### src/rtl/ascensor_pkg.sv
// Shared encodings for the elevator LED indicator: direction codes and the
// bit layout of each car's 4-LED field.
package ascensor_pkg;

  typedef enum logic [1:0] {
    DIR_NADA   = 2'b00,
    DIR_SUBE   = 2'b01,
    DIR_BAJA   = 2'b10,
    DIR_ILEGAL = 2'b11
  } dir_e;

  localparam int LED_SUBE     = 0;
  localparam int LED_BAJA     = 1;
  localparam int LED_PUERTA   = 2;
  localparam int LED_ESTADO   = 3;
  localparam int LEDS_POR_ASC = 4;

endpackage

### src/rtl/canal_led_ascensor.sv
// One car's channel: door-open timer, timeout alarm and registered 4-LED field.
module canal_led_ascensor
  import ascensor_pkg::*;
#(
  parameter int DOOR_MAX = 20
) (
  input  logic                    clk,
  input  logic                    reset,
  input  logic                    tick,
  input  logic                    blink,
  input  logic                    lamp_test,
  input  logic [1:0]              direccion,
  input  logic                    puerta,
  output logic [LEDS_POR_ASC-1:0] leds,
  output logic                    alarma
);

  localparam int            CW      = $clog2(DOOR_MAX + 1);
  localparam logic [CW-1:0] CNT_MAX = CW'(DOOR_MAX);

  logic [CW-1:0]           r_cnt;
  logic                    r_alarma;
  logic [LEDS_POR_ASC-1:0] r_leds;

  logic [CW-1:0]           w_cnt_next;
  logic                    w_alarma_next;
  logic                    w_sube;
  logic                    w_baja;
  logic                    w_err;
  logic [LEDS_POR_ASC-1:0] w_campo;

  // A closed door clears the count even on a tick cycle.
  always_comb begin
    w_cnt_next = r_cnt;
    if (!puerta)
      w_cnt_next = '0;
    else if (tick && (r_cnt != CNT_MAX))
      w_cnt_next = r_cnt + 1'b1;
  end

  assign w_alarma_next = (w_cnt_next == CNT_MAX);

  always_comb begin
    w_sube = 1'b0;
    w_baja = 1'b0;
    w_err  = 1'b0;
    case (dir_e'(direccion))
      DIR_SUBE: w_sube = 1'b1;
      DIR_BAJA: w_baja = 1'b1;
      DIR_ILEGAL: begin
        w_sube = blink;
        w_baja = blink;
        w_err  = 1'b1;
      end
      default: ;
    endcase
  end

  always_comb begin
    w_campo             = '0;
    w_campo[LED_SUBE]   = w_sube;
    w_campo[LED_BAJA]   = w_baja;
    w_campo[LED_PUERTA] = w_alarma_next ? blink : puerta;
    w_campo[LED_ESTADO] = w_alarma_next | w_err;
  end

  always_ff @(posedge clk or posedge reset) begin
    if (reset) begin
      r_cnt    <= '0;
      r_alarma <= 1'b0;
      r_leds   <= '0;
    end else begin
      r_cnt    <= w_cnt_next;
      r_alarma <= w_alarma_next;
      r_leds   <= lamp_test ? '1 : w_campo;
    end
  end

  assign leds   = r_leds;
  assign alarma = r_alarma;

endmodule

### src/rtl/indicador_leds_ascensores.sv
// LED status driver for N_ASC elevator cars: shared blink prescaler feeding
// one LED channel per car.
module indicador_leds_ascensores
  import ascensor_pkg::*;
#(
  parameter int N_ASC     = 2,
  parameter int DIV_BLINK = 25_000_000,
  parameter int DOOR_MAX  = 20
) (
  input  logic                          clk,
  input  logic                          reset,
  input  logic [2*N_ASC-1:0]            direccion,
  input  logic [N_ASC-1:0]              puertas_abiertas,
  input  logic                          lamp_test,
  output logic [LEDS_POR_ASC*N_ASC-1:0] leds,
  output logic [N_ASC-1:0]              alarma
);

  localparam int            PW      = (DIV_BLINK > 1) ? $clog2(DIV_BLINK) : 1;
  localparam logic [PW-1:0] PRE_MAX = PW'(DIV_BLINK - 1);

  logic [PW-1:0] r_pre_cnt;
  logic          r_blink;
  logic          w_tick;

  assign w_tick = (r_pre_cnt == PRE_MAX);

  always_ff @(posedge clk or posedge reset) begin
    if (reset) begin
      r_pre_cnt <= '0;
      r_blink   <= 1'b0;
    end else begin
      r_pre_cnt <= w_tick ? '0 : r_pre_cnt + 1'b1;
      if (w_tick)
        r_blink <= ~r_blink;
    end
  end

  generate
    for (genvar gi = 0; gi < N_ASC; gi++) begin : g_canal
      canal_led_ascensor #(
        .DOOR_MAX (DOOR_MAX)
      ) u_canal (
        .clk       (clk),
        .reset     (reset),
        .tick      (w_tick),
        .blink     (r_blink),
        .lamp_test (lamp_test),
        .direccion (direccion[2*gi +: 2]),
        .puerta    (puertas_abiertas[gi]),
        .leds      (leds[LEDS_POR_ASC*gi +: LEDS_POR_ASC]),
        .alarma    (alarma[gi])
      );
    end
  endgenerate

endmodule

### config.mk
export PLATFORM = sky130hd
export DESIGN_NAME = indicador_leds_ascensores
export DESIGN_NICKNAME = d
export VERILOG_FILES = /design/src/rtl/ascensor_pkg.sv /design/src/rtl/canal_led_ascensor.sv /design/src/rtl/indicador_leds_ascensores.sv
export SDC_FILE = /design/constraint.sdc
export NUM_CORES = 1
export LEC_CHECK = 0
export CAP_MARGIN = 20
export CORE_AREA = 2 2 67 69
export CTS_BUF_LIST = sky130_fd_sc_hd__clkbuf_2
export CTS_CLUSTER_SIZE = 10
export DETAILED_ROUTE_END_ITERATION = 10
export DIE_AREA = 0 0 69 71
export PLACE_DENSITY = 0.78
export SYNTH_ARGS = -nofsm -noshare
export SYNTH_HDL_FRONTEND = slang
export SYNTH_SLANG_ARGS = --single-unit
### constraint.sdc
create_clock -name clk -period 2.95 [get_ports clk]
set_input_delay 0.59 -clock clk [delete_from_list [all_inputs] [get_ports clk]]
set_output_delay 0.59 -clock clk [all_outputs]
set_load 0.01 [all_outputs]
# == Yosys cells after proc, flatten, opt, wreduce, memory -nomap -nowiden ==
# Index checks and enable logic that the tools add are counted.
# word_totals
ff_bits,46
latchBits,0
mem_bits_rw,0
rom_bits,0
input_bits,9
output_inout_bits,10
wordCells,42
memories,0
# classes
addsub,3
n_mul,0
div,0
order_cmp,0
eq_ne,11
n_shift,0
muxes,15
n_bitwise,3
reduce_logical,2
# ops
cell,n
adder 25 x 1 -> 25 bit (second input constant),1
equality test 25 bit (second input constant),1
2-to-1 mux 25 bit,1
2-to-1 mux 5 bit,4
adder 5 x 1 -> 5 bit (second input constant),2
equality test 5 bit (second input constant),2
inequality test 5 bit (second input constant),2
equality test 2 bit (second input constant),4
2-to-1 mux 4 bit,2
one-hot mux 1 bit (2 select lines),4
equality test 2 x 1 -> 1 bit (second input constant),2
2-to-1 mux 1 bit,4
logical AND 1 bit,2
OR 1 bit,2
inverter 1 bit,1

# == Depth between registers and ports, before layout ==
# Gate-level depths: netlist (run 1).
# depth
depth_word,7
ltp_mapped,8
depth_no_buf,8

# == Modules after synthesis ==
# Synthesis (run 1) repeated with hierarchy kept, for this count alone.
# hier_totals
cells_unflattened,232
area_unflattened_um2,2402.3
# modules_own_cells
mod,instances,cells_each,area_per_inst_um2,seq_area_each_um2
indicador_leds_ascensores,1,128,1313.8,650.6
canal_led_ascensor (g_canal[0].u_canal),1,54,554.3,250.2
canal_led_ascensor (g_canal[1].u_canal),1,50,534.3,250.2

# == Worst setup path after synthesis (run 1) ==
# No wires, ideal clock.
# synth_path
path_kind,reg-to-reg
from,register r_pre_cnt[0]
to,register g_canal[1].u_canal.r_leds[2]
setup_ps,120
arrival_ps,2165
slack_ps,665
path_stages_with_launch,8
n_path_buf,0
synth_period_minus_slack_ps,2285
cell_sequence,dfrtp_1 ha_1 and2_0 nand4_4 nor4_2 mux2i_1 nand4b_1 o22a_2
# synth_between
elab_chain_len,7
# synth_lines
item,line_no,text
"start, declared",indicador_leds_ascensores.sv:22,logic [PW-1:0] r_pre_cnt;
"start signal, assigned",indicador_leds_ascensores.sv:33,r_pre_cnt <= w_tick ? '0 : r_pre_cnt + 1'b1;
equality test 25 bit,indicador_leds_ascensores.sv:26,assign w_tick = (r_pre_cnt == PRE_MAX);
logical AND 1 bit,canal_led_ascensor.sv:37,else if (tick && (r_cnt != CNT_MAX))
2-to-1 mux 5 bit,canal_led_ascensor.sv:37,
2-to-1 mux 5 bit,canal_led_ascensor.sv:35,if (!puerta)
equality test 5 bit,canal_led_ascensor.sv:41,assign w_alarma_next = (w_cnt_next == CNT_MAX);
2-to-1 mux 1 bit,canal_led_ascensor.sv:63,w_campo[LED_PUERTA] = w_alarma_next ? blink : puerta;
2-to-1 mux 4 bit,canal_led_ascensor.sv:75,r_leds <= lamp_test ? '1 : w_campo;
"end signal, assigned",canal_led_ascensor.sv:75,
"end, declared",canal_led_ascensor.sv:23,logic [LEDS_POR_ASC-1:0] r_leds;
# Every way passes these cells.
# A chain may end at the register's enable or synchronous reset.

# == Worst setup path after layout (run 1) ==
# layout_path
from,register r_pre_cnt[0]
to,register g_canal[0].u_canal.r_leds[3]
# layout_between
elab_chain_len,7
# layout_lines
item,line_no,text
equality test 25 bit,indicador_leds_ascensores.sv:26,
logical AND 1 bit,canal_led_ascensor.sv:37,
2-to-1 mux 5 bit,canal_led_ascensor.sv:37,
2-to-1 mux 5 bit,canal_led_ascensor.sv:35,
via g_canal[0].u_canal.w_cnt_next[3],canal_led_ascensor.sv:25,logic [CW-1:0] w_cnt_next;
equality test 5 bit,canal_led_ascensor.sv:41,
via g_canal[0].u_canal.w_alarma_next,canal_led_ascensor.sv:26,logic w_alarma_next;
OR 1 bit,canal_led_ascensor.sv:64,w_campo[LED_ESTADO] = w_alarma_next | w_err;
2-to-1 mux 4 bit,canal_led_ascensor.sv:75,
"end signal, assigned",canal_led_ascensor.sv:75,
"end, declared",canal_led_ascensor.sv:23,
# The timed path passes the listed nets, and every way through them passes these cells.

==> metrics.md, run 1 <==
| Metric | Value |
|---|---|
| Design area | `2629 um2` |
| Routed len/inst | `13.76 um` |
| Drt drc | `0` |
| Die W | `69 um` |
| Die area | `4899 um2` |
| Initial Util | `56.07%` |
| Final Hold Viols | `0` |
| Antenna Nets Post-Route | `0` |
| Max-Cap Viols | `0` |
| CTS hold repair buffers | `0` |
| PostCTS Resize Cnt | `0` |
| Final Max Slew Viols | `0` |
| Initial antenna violation count | `0` |
| Gpl congestion | `0.8187` |
| DP Wirelength | `3160 um` |
| Final setup vio count | `0` |
| Router iterations before antenna repair | `4` |
| CTS H-tree depth | `2` |
| Critical Path RT | `3.30 ns` |
| VDD IR max | `0.1979 mV` |
| CORE AREA | `4204 um2` |
| Clock slew at reported path FFs | `0.23 ns` |
| Die Ht | `71 um` |
| Total leakage power | `0.001137 uW` |
| Min-delay worst type | `input pin to asynchronous set/reset pin` |
| Power Density | `358.7 nW/um2` |
| Slew margin rel. | `65.35%` |
| Post-layout nets | `263` |
| Crit Path Max Fanout | `7` |
| Synthesis-stage register bit count | `46` |
| Mean post-synth cell area | `10.43 um2` |
| Syn Inst Count | `226` |
| WP data arrival | `2.85 ns` |
| Worst Max-Slew Pin Slew | `0.5150 ns` |
| Setup repair bufs after CTS | `0` |
| Clk buf depth | `2` |
| Via count | `1681` |
| Mapped Area | `2357 um2` |
| Largest net degree at the start of global routing | `18` |
| Synth top area cells | `dfrtp_1 49%, xnor2_1 5.2%, xor2_1 4.1%` |
| CP Class | `flop to flop` |
| Final WL | `4155 um` |
| Seq/Total Area, Yosys | `48.83%` |
| Slowest CP cell | `dfrtp_1` |
| First-pass GRT wire length | `7334 um` |
| TritonCTS clock tree | `yes` |
| Synth top area share | `48.83%` |
| Layout cells sized above 1 | `10.00%` |
| Root buffer cell | `clkbuf_2` |
| Clk_lat worst skew | `0.42 ns` |
| Netlist cell types | `46` |
| Vias in the first global route | `1638` |
| Clk_skew | `0.03058 ns` |
| CTS buffer count | `5` |
| # clock sinks | `46` |
| Ys Warns | `0` |
| GRT overflow | `0` |
| DR iter-0 viols | `80` |
| Setup TNS Final | `0 ns` |
| CP Capture Type | `flop` |
| Status | `finished clean` |
| Setup repair after global routing missed its margin | `no` |
| N_diodes | `0` |
| CP cell instances | `ha_1 -> and2_0 -> nand4_4 -> nor4_1 -> mux2i_1 -> nor4b_4 -> a211o_1` |
| Global Route Usage Sum | `18.73%` |
| Largest stage delay on the critical path | `0.47 ns` |
| Post-synth top area cell | `dfrtp_1` |
| Post-Syn Nets | `240` |
| Max Fclk | `0.3992 GHz` |
| Row cnt | `24` |
| Area Overhead vs Synth | `11.52%` |
| Buffers on Ports | `18` |
| IO Count | `19` |
| Final period utilization | `84.93%` |
| Post-route minimum period | `2.505 ns` |
| Vias per Instance | `5.566` |
| Placed Instance Area | `2590 um2` |
| Crit path launch type | `flop` |
[cells by family (layout without fill, tap and decap cells)]
| family | count (synthesis) | count (layout) | share of synthesized area (%) |
|---|---|---|---|
| and+or+nand+nor | 105 | 105 | 26.59 |
| DFF | 46 | 46 | 48.83 |
| AOI/OAI and AO/OA | 25 | 25 | 7.113 |
| xor gates and xnor gates | 25 | 25 | 9.289 |
| buffers and inverters | 15 | 39 | 3.397 |
| adders and majority gates | 5 | 5 | 2.654 |
| muxes | 5 | 5 | 2.123 |
[layout by cell type, fill, tap and decap left out, drive strengths merged, types with 8 or more instances in the layout]
cell / count
o21ai: 8
clkdlybuf4s50: 18
nand3: 12
xnor2: 14
nand4: 9
nand2: 17
dfrtp: 46
xor2: 11
inv: 8
nor2: 22
[final cells by class]
cell class,instances,area [um2]
fillers,357,1575
well taps,52,65.06
flip-flops and latches,46,1151
multi-input cells,165,1126
clock buffers,6,30.03
repair buffers,23,217.7
clock inverters,2,8.758
inverters,8,30.03
[path summary, 6_finish.rpt]
kind	end	cells after the start	slack [ns]	startpoint
worst max-delay path	g_canal[0].u_canal.leds[3]	7	0.44	r_pre_cnt[0]
worst min-delay path	g_canal[1].u_canal.r_cnt[3]	2	0.40	reset
worst max register to register	g_canal[0].u_canal.leds[3]	7	0.44	r_pre_cnt[0]
worst min register to register	r_pre_cnt[4]	1	0.48	r_pre_cnt[4]
max in group asynchronous	g_canal[0].u_canal.r_cnt[2]	3	2.02	reset
min in group clk	r_pre_cnt[4]	1	0.48	r_pre_cnt[4]
[cells in the mapped netlist, drive strengths merged]
master and count:
xnor2 14, and3 2, nor4 5, inv 8
buf 5, o31a 1, clkbuf 2, nand2b 6
nand4b 1, dfrtp 46, nor2b 5, o2111ai 1
and4 6, mux2i 5, nand3b 2, nor3b 1
a211o 1, nor3 4, and3b 1, o31ai 1
nor4b 1, o21ai 8, and4b 1, and4bb 1
o221ai 1, nor2 22, or3 2, a21o 4
and2 6, xor2 11, nand2 17, ha 5
or4 1, a21boi 1, o21a 1, nand3 12
a21oi 5, o22a 1, nand4 9
[critical path, delay by kind of cell, from the launching register on]
family | cells | cell delay [ns]
simple gates | 4 | 1.04
fa+ha+maj | 1 | 0.22
compound gates | 1 | 0.28
mux | 1 | 0.45
flops | 1 | 0.47
[where the power goes]
group	leakage [uW]	internal, uW	switching, uW
clock network	0.0000304	58.2	189
logic	0.000503	28.0	27.9
registers	0.000603	638	1.63
[stage by stage]
stage          utilization (%)  instances  total power [uW]  hold slack, ns  setup slack (ns)
3_5_place_dp             61.61        294             708.2          0.4628            0.4488
3_3_place_gp             61.61        294             707.3          0.4561            0.5545
5_1_grt                  62.53        302             989.3          0.4027            0.2355
6_report                 62.53        302             943.0          0.3993            0.4447
2_1_floorplan                -        226             674.0          0.4375            0.6654
4_1_cts                  62.53        302             952.3          0.3971            0.4453
[state kept, by name (all words and copies together), names as in the netlist]
signal,cells
g_canal.u_canal.alarma,2
g_canal.u_canal.leds,8
g_canal.u_canal.r_cnt,10
r_blink,1
r_pre_cnt,25
[per-layer routing]
layer  vias to the layer above  part of all wire [%]  GRT usage [%]
li1                        830                     -              -
met1                       809                    44          22.33
met2                        30                    49          31.73
met3                        12                   3.8          4.843
met4                         0                   2.7          9.150
met5                         -                     0              0
Note: power is estimated with default switching activity, not from simulation.
==> inputs of run 2 (changes only) <==
- CORE_AREA: 2 2 67 69 -> 2 2 70 72
- DIE_AREA: 0 0 69 71 -> 0 0 72 74
- PLACE_DENSITY: 0.78 -> 0.75
- clock period: 2.95 -> 2.2 ns (I/O delays scaled with it)
==> metrics.md, run 2 (synthesized netlist as in run 1, its figures left out) <==
| Metric | Value |
|---|---|
| Place WS | `0.1157 ns` |
| Via count | `1763` |
| Critical Path RT | `2.55 ns` |
| Crit path launch type | `flop` |
| Die Ht | `74 um` |
| Initial Util | `51.27%` |
| First-pass GRT wire length | `7700 um` |
| Global Route Usage Sum | `18.58%` |
| Total leakage power | `0.001237 uW` |
| TritonCTS clock tree | `yes` |
| Area Overhead vs Synth | `19.11%` |
| VDD IR max | `0.2928 mV` |
| # clock sinks | `46` |
| CTS H-tree depth | `2` |
| CTS buffer count | `5` |
| CP Class | `flop to flop` |
| Worst Max-Slew Pin Slew | `0.4262 ns` |
| Most common cell after layout, fill and taps aside | `dfrtp_1` |
| Vias per Instance | `5.475` |
| Clk buf depth | `2` |
| Most frequent cells in the layout | `45 x dfrtp_1, 22 x nor2_1, 21 x buf_4, 18 x clkdlybuf4s50_1, 17 x nand2_1` |
| Antenna Nets Post-Route | `0` |
| Max reg flops | `25` |
| CP Capture Type | `flop` |
| Finished Layout Cells | `322` |
| Min-delay worst type | `input pin to asynchronous set/reset pin` |
| GRT overflow | `0` |
| Clk_lat worst skew | `0.43 ns` |
| DP Wirelength | `3228 um` |
| Die W | `72 um` |
| Status | `finished clean` |
| Power Density | `457.1 nW/um2` |
| DR iter-0 viols | `113` |
| Final WL | `4446 um` |
| Final Max Slew Viols | `0` |
| Setup repair after global routing missed its margin | `yes` |
| Gpl congestion | `0.8645` |
| Largest net degree at the start of global routing | `29` |
| CTS hold repair buffers | `0` |
| Max Fclk | `0.4745 GHz` |
| Root buffer cell | `clkbuf_2` |
| Post-layout nets | `281` |
| Total power | `1283 uW` |
| Initial antenna violation count | `0` |
| Cells after DPL | `311` |
| Drt drc | `0` |
| Layout cells sized above 1 | `16.79%` |
| Buffers on Ports | `18` |
| Router iterations before antenna repair | `4` |
| Clk_skew | `0.02260 ns` |
| Slew margin rel. | `71.54%` |
| Final Hold Viols | `0` |
| Final setup vio count | `0` |
| Register bank with the most flops | `r_pre_cnt` |
| N_diodes | `0` |
| Post-route minimum period | `2.107 ns` |
| Final period utilization | `95.79%` |
| IO Count | `19` |
| Clock slew at reported path FFs | `0.23 ns` |
| WP data arrival | `2.46 ns` |
| Final WS setup | `0.09262 ns` |
| Max-Cap Viols | `0` |
| Crit Path Max Fanout | `5` |
| Vias in the first global route | `1706` |
| Die area | `5328 um2` |
| Routed len/inst | `13.81 um` |
| Row cnt | `25` |
| CORE AREA | `4598 um2` |
-- run 2: cell count changes in the layout (fill, tap and decap cells not counted), sizes merged --
| cell | delta |
|---|---|
| buf | +18 |
-- run 2: power breakdown --
group	internal, uW	switching [uW]	total (uW)
sequential	856	2.08	858
combinational	38.9	37.4	76.3
clock	78.1	271	349
-- run 2: area by class of cell --
cell class | instances | area (um2)
repair buffers | 41 | 369.1
inverters | 8 | 30.03
well taps | 54 | 67.56
multi-input cells | 165 | 1150
clock buffers | 6 | 30.03
fillers | 403 | 1790
flip-flops and latches | 46 | 1152
clock inverters | 2 | 8.758
-- run 2: per-stage QoR --
stage	hold WS, ns	setup TNS [ns]	instance area, um2	util, %
after floorplan	0.4375	0	2366	-
final	0.2920	0	2808	61.06
after CTS	0.3041	0	2765	60.14
after detailed placement	0.4705	0	2726	59.29
after global placement	0.4559	0	2726	59.29
after global routing	0.3458	-0.1460	2808	61.06
-- run 2: critical path, stage by stage, from the launching register on --
cell	delay, ns
dfrtp_1	0.45
and4bb_2	0.34
nand4_4	0.13
nor4_1	0.38
mux2i_1	0.37
nor4b_4	0.09
a211o_1	0.28
-- run 2: repair_timing --
action                                  4_1_cts  5_1_grt
endpoints found under the setup margin        0        8
resized for setup                             0        5
endpoints found under the hold margin         0        0
buffers inserted                              0        3
-- run 2: routing by layer --
layer / up-vias / track usage, % / wire length (um)
met5: - / 0 / 0
met4: 0 / 7.966 / 75
li1: 874 / - / -
met3: 7 / 3.117 / 131
met2: 28 / 32.20 / 2154
met1: 854 / 23.19 / 2085
-- run 2: final timing paths --
check                              startpoint                          to  slack (ns)  cells after the start
min in group clk                 r_pre_cnt[4]                r_pre_cnt[4]        0.49                      1
worst max-delay path            r_pre_cnt[17]  g_canal[0].u_canal.leds[3]        0.09                      6
worst min-delay path                    reset   g_canal[0].u_canal.alarma        0.29                      2
max in group asynchronous               reset                r_pre_cnt[8]        1.39                      3
worst min register to register   r_pre_cnt[4]                r_pre_cnt[4]        0.49                      1
worst max register to register  r_pre_cnt[17]  g_canal[0].u_canal.leds[3]        0.09                      6
==> inputs of run 3 (changes only) <==
- ABC_AREA: unset -> 0
- CORE_AREA: 2 2 70 72 -> 2 2 67 69
- DIE_AREA: 0 0 72 74 -> 0 0 69 71
- PLACE_DENSITY: 0.75 -> 0.78
- RECOVER_POWER: unset -> 50
- clock period: 2.2 -> 2.1 ns (I/O delays scaled with it)
==> metrics.md, run 3 (synthesized netlist as in run 1, its figures left out) <==
| Metric | Value |
|---|---|
| Status | `finished clean` |
| Max-Cap Viols | `0` |
| Drt drc | `0` |
| Antenna Nets Post-Route | `0` |
| CTS H-tree depth | `2` |
| Die Ht | `71 um` |
| Clk_lat worst skew | `0.41 ns` |
| Clock slew at reported path FFs | `0.20 ns` |
| Max Fclk | `0.4911 GHz` |
| DP Wirelength | `3309 um` |
| IO Count | `19` |
| TritonCTS clock tree | `yes` |
| Total power | `1331 uW` |
| Worst R2R Path Depth | `6` |
| Worst Max-Slew Pin Slew | `0.8258 ns` |
| Most frequent cells in the layout | `43 x dfrtp_1, 25 x buf_4, 22 x nor2_1, 17 x nand2_1, 17 x clkdlybuf4s50_1` |
| Clk buf depth | `2` |
| Largest net degree at the start of global routing | `26` |
| Total leakage power | `0.001270 uW` |
| # clock sinks | `46` |
| Post-layout nets | `285` |
| Met1 global-route usage | `24.88%` |
| Final WL | `4588 um` |
| Layout cells sized above 1 | `19.93%` |
| Die W | `69 um` |
| Vias per Instance | `5.508` |
| CP Capture Type | `flop` |
| Worst hold stages | `1` |
| VDD IR max | `0.3889 mV` |
| GRT busiest layer | `met2` |
| Critical Path RT | `2.43 ns` |
| Post-route minimum period | `2.036 ns` |
| Buffers on Ports | `18` |
| Crit path launch type | `flop` |
| Area Overhead vs Synth | `20.54%` |
| Met2 Resource Use GR | `34.29%` |
| Initial Util | `56.07%` |
| Via count | `1779` |
| Register bank with the most flops | `r_pre_cnt` |
| Root buffer cell | `clkbuf_2` |
| CTS hold repair buffers | `0` |
| Final period utilization | `96.97%` |
| First-pass GRT wire length | `7845 um` |
| Crit Path Max Fanout | `7` |
| Die area | `4899 um2` |
| WHS | `0.4957 ns` |
| Power Density | `468.4 nW/um2` |
| Final setup vio count | `0` |
| Slew margin rel. | `44.88%` |
| CP Class | `flop to flop` |
| GR Util met3 | `5.271%` |
| Max reg flops | `25` |
| Final Max Slew Viols | `0` |
| Final Hold Viols | `0` |
| Row cnt | `24` |
| CTS buffer count | `5` |
| Most common cell after layout, fill and taps aside | `dfrtp_1` |
| Router iterations before antenna repair | `4` |
| Routed len/inst | `14.20 um` |
| Clk_skew | `0.005831 ns` |
| Min-delay worst type | `flop to flop` |
| Setup repair after global routing missed its margin | `yes` |
| GRT overflow | `0` |
| CORE AREA | `4204 um2` |
| DR iter-0 viols | `175` |
| N_diodes | `0` |
| Gpl congestion | `0.7825` |
| WP data arrival | `2.37 ns` |
| Global Route Usage Sum | `20.03%` |
| Vias in the first global route | `1727` |
| Initial antenna violation count | `0` |
run 3: worst paths after layout:
kind | startpoint | endpoint | slack (ns)
min reg2reg | r_pre_cnt[4] | r_pre_cnt[4] | 0.50
max | r_pre_cnt[23] | g_canal[1].u_canal.leds[2] | 0.06
max reg2reg | r_pre_cnt[23] | g_canal[1].u_canal.leds[2] | 0.06
min in group asynchronous | reset | g_canal[1].u_canal.r_cnt[3] | 0.57
max in group asynchronous | reset | r_pre_cnt[11] | 0.45
min | r_pre_cnt[4] | r_pre_cnt[4] | 0.50
run 3: repair_timing:
action | in CTS | in global routing
buffers inserted | 1 | 3
resized for setup | 0 | 10
endpoints found under the setup margin | 1 | 6
pin swaps | 0 | 6
hold endpoints to repair | 0 | 0
run 3: per-stage QoR:
step | worst slack [ns] | std cells | setup TNS (ns) | area (um2) | util, %
finish | 0.06365 | 323 | 0 | 2841 | 67.59
global route | -0.03244 | 323 | -0.03244 | 2841 | 67.59
CTS | 0.008761 | 320 | 0 | 2800 | 66.61
detailed placement | -0.01031 | 312 | -0.01031 | 2758 | 65.60
global placement | 0.02445 | 312 | 0 | 2758 | 65.60
floorplan | 0.009520 | 226 | 0 | 2377 | -
run 3: worst max-delay path, stage by stage (launching register included):
cell and delay, ns:
dfrtp_1 0.42, and4bb_2 0.33, nand4_4 0.17, nor4_4 0.45, mux2i_1 0.28, nand4b_1 0.11
o22a_2 0.19
run 3: final cells by class:
cell class	count	area, um2
flip-flops and latches	46	1155
clock buffers	7	35.03
repair buffers	45	384.1
well taps	52	65.06
multi-input cells	165	1172
fillers	326	1363
inverters	8	30.03
run 3: metal layers:
| metal | share of wire, % | vias to the layer above |
|---|---|---|
| met1 | 43 | 856 |
| li1 | - | 877 |
| met3 | 3.9 | 8 |
| met5 | 0 | - |
| met2 | 51 | 38 |
| met4 | 1.5 | 0 |
run 3: power by group:
part | internal, uW | switching, uW
registers | 896 | 2.06
logic | 37.7 | 40.1
clock network | 86.6 | 268
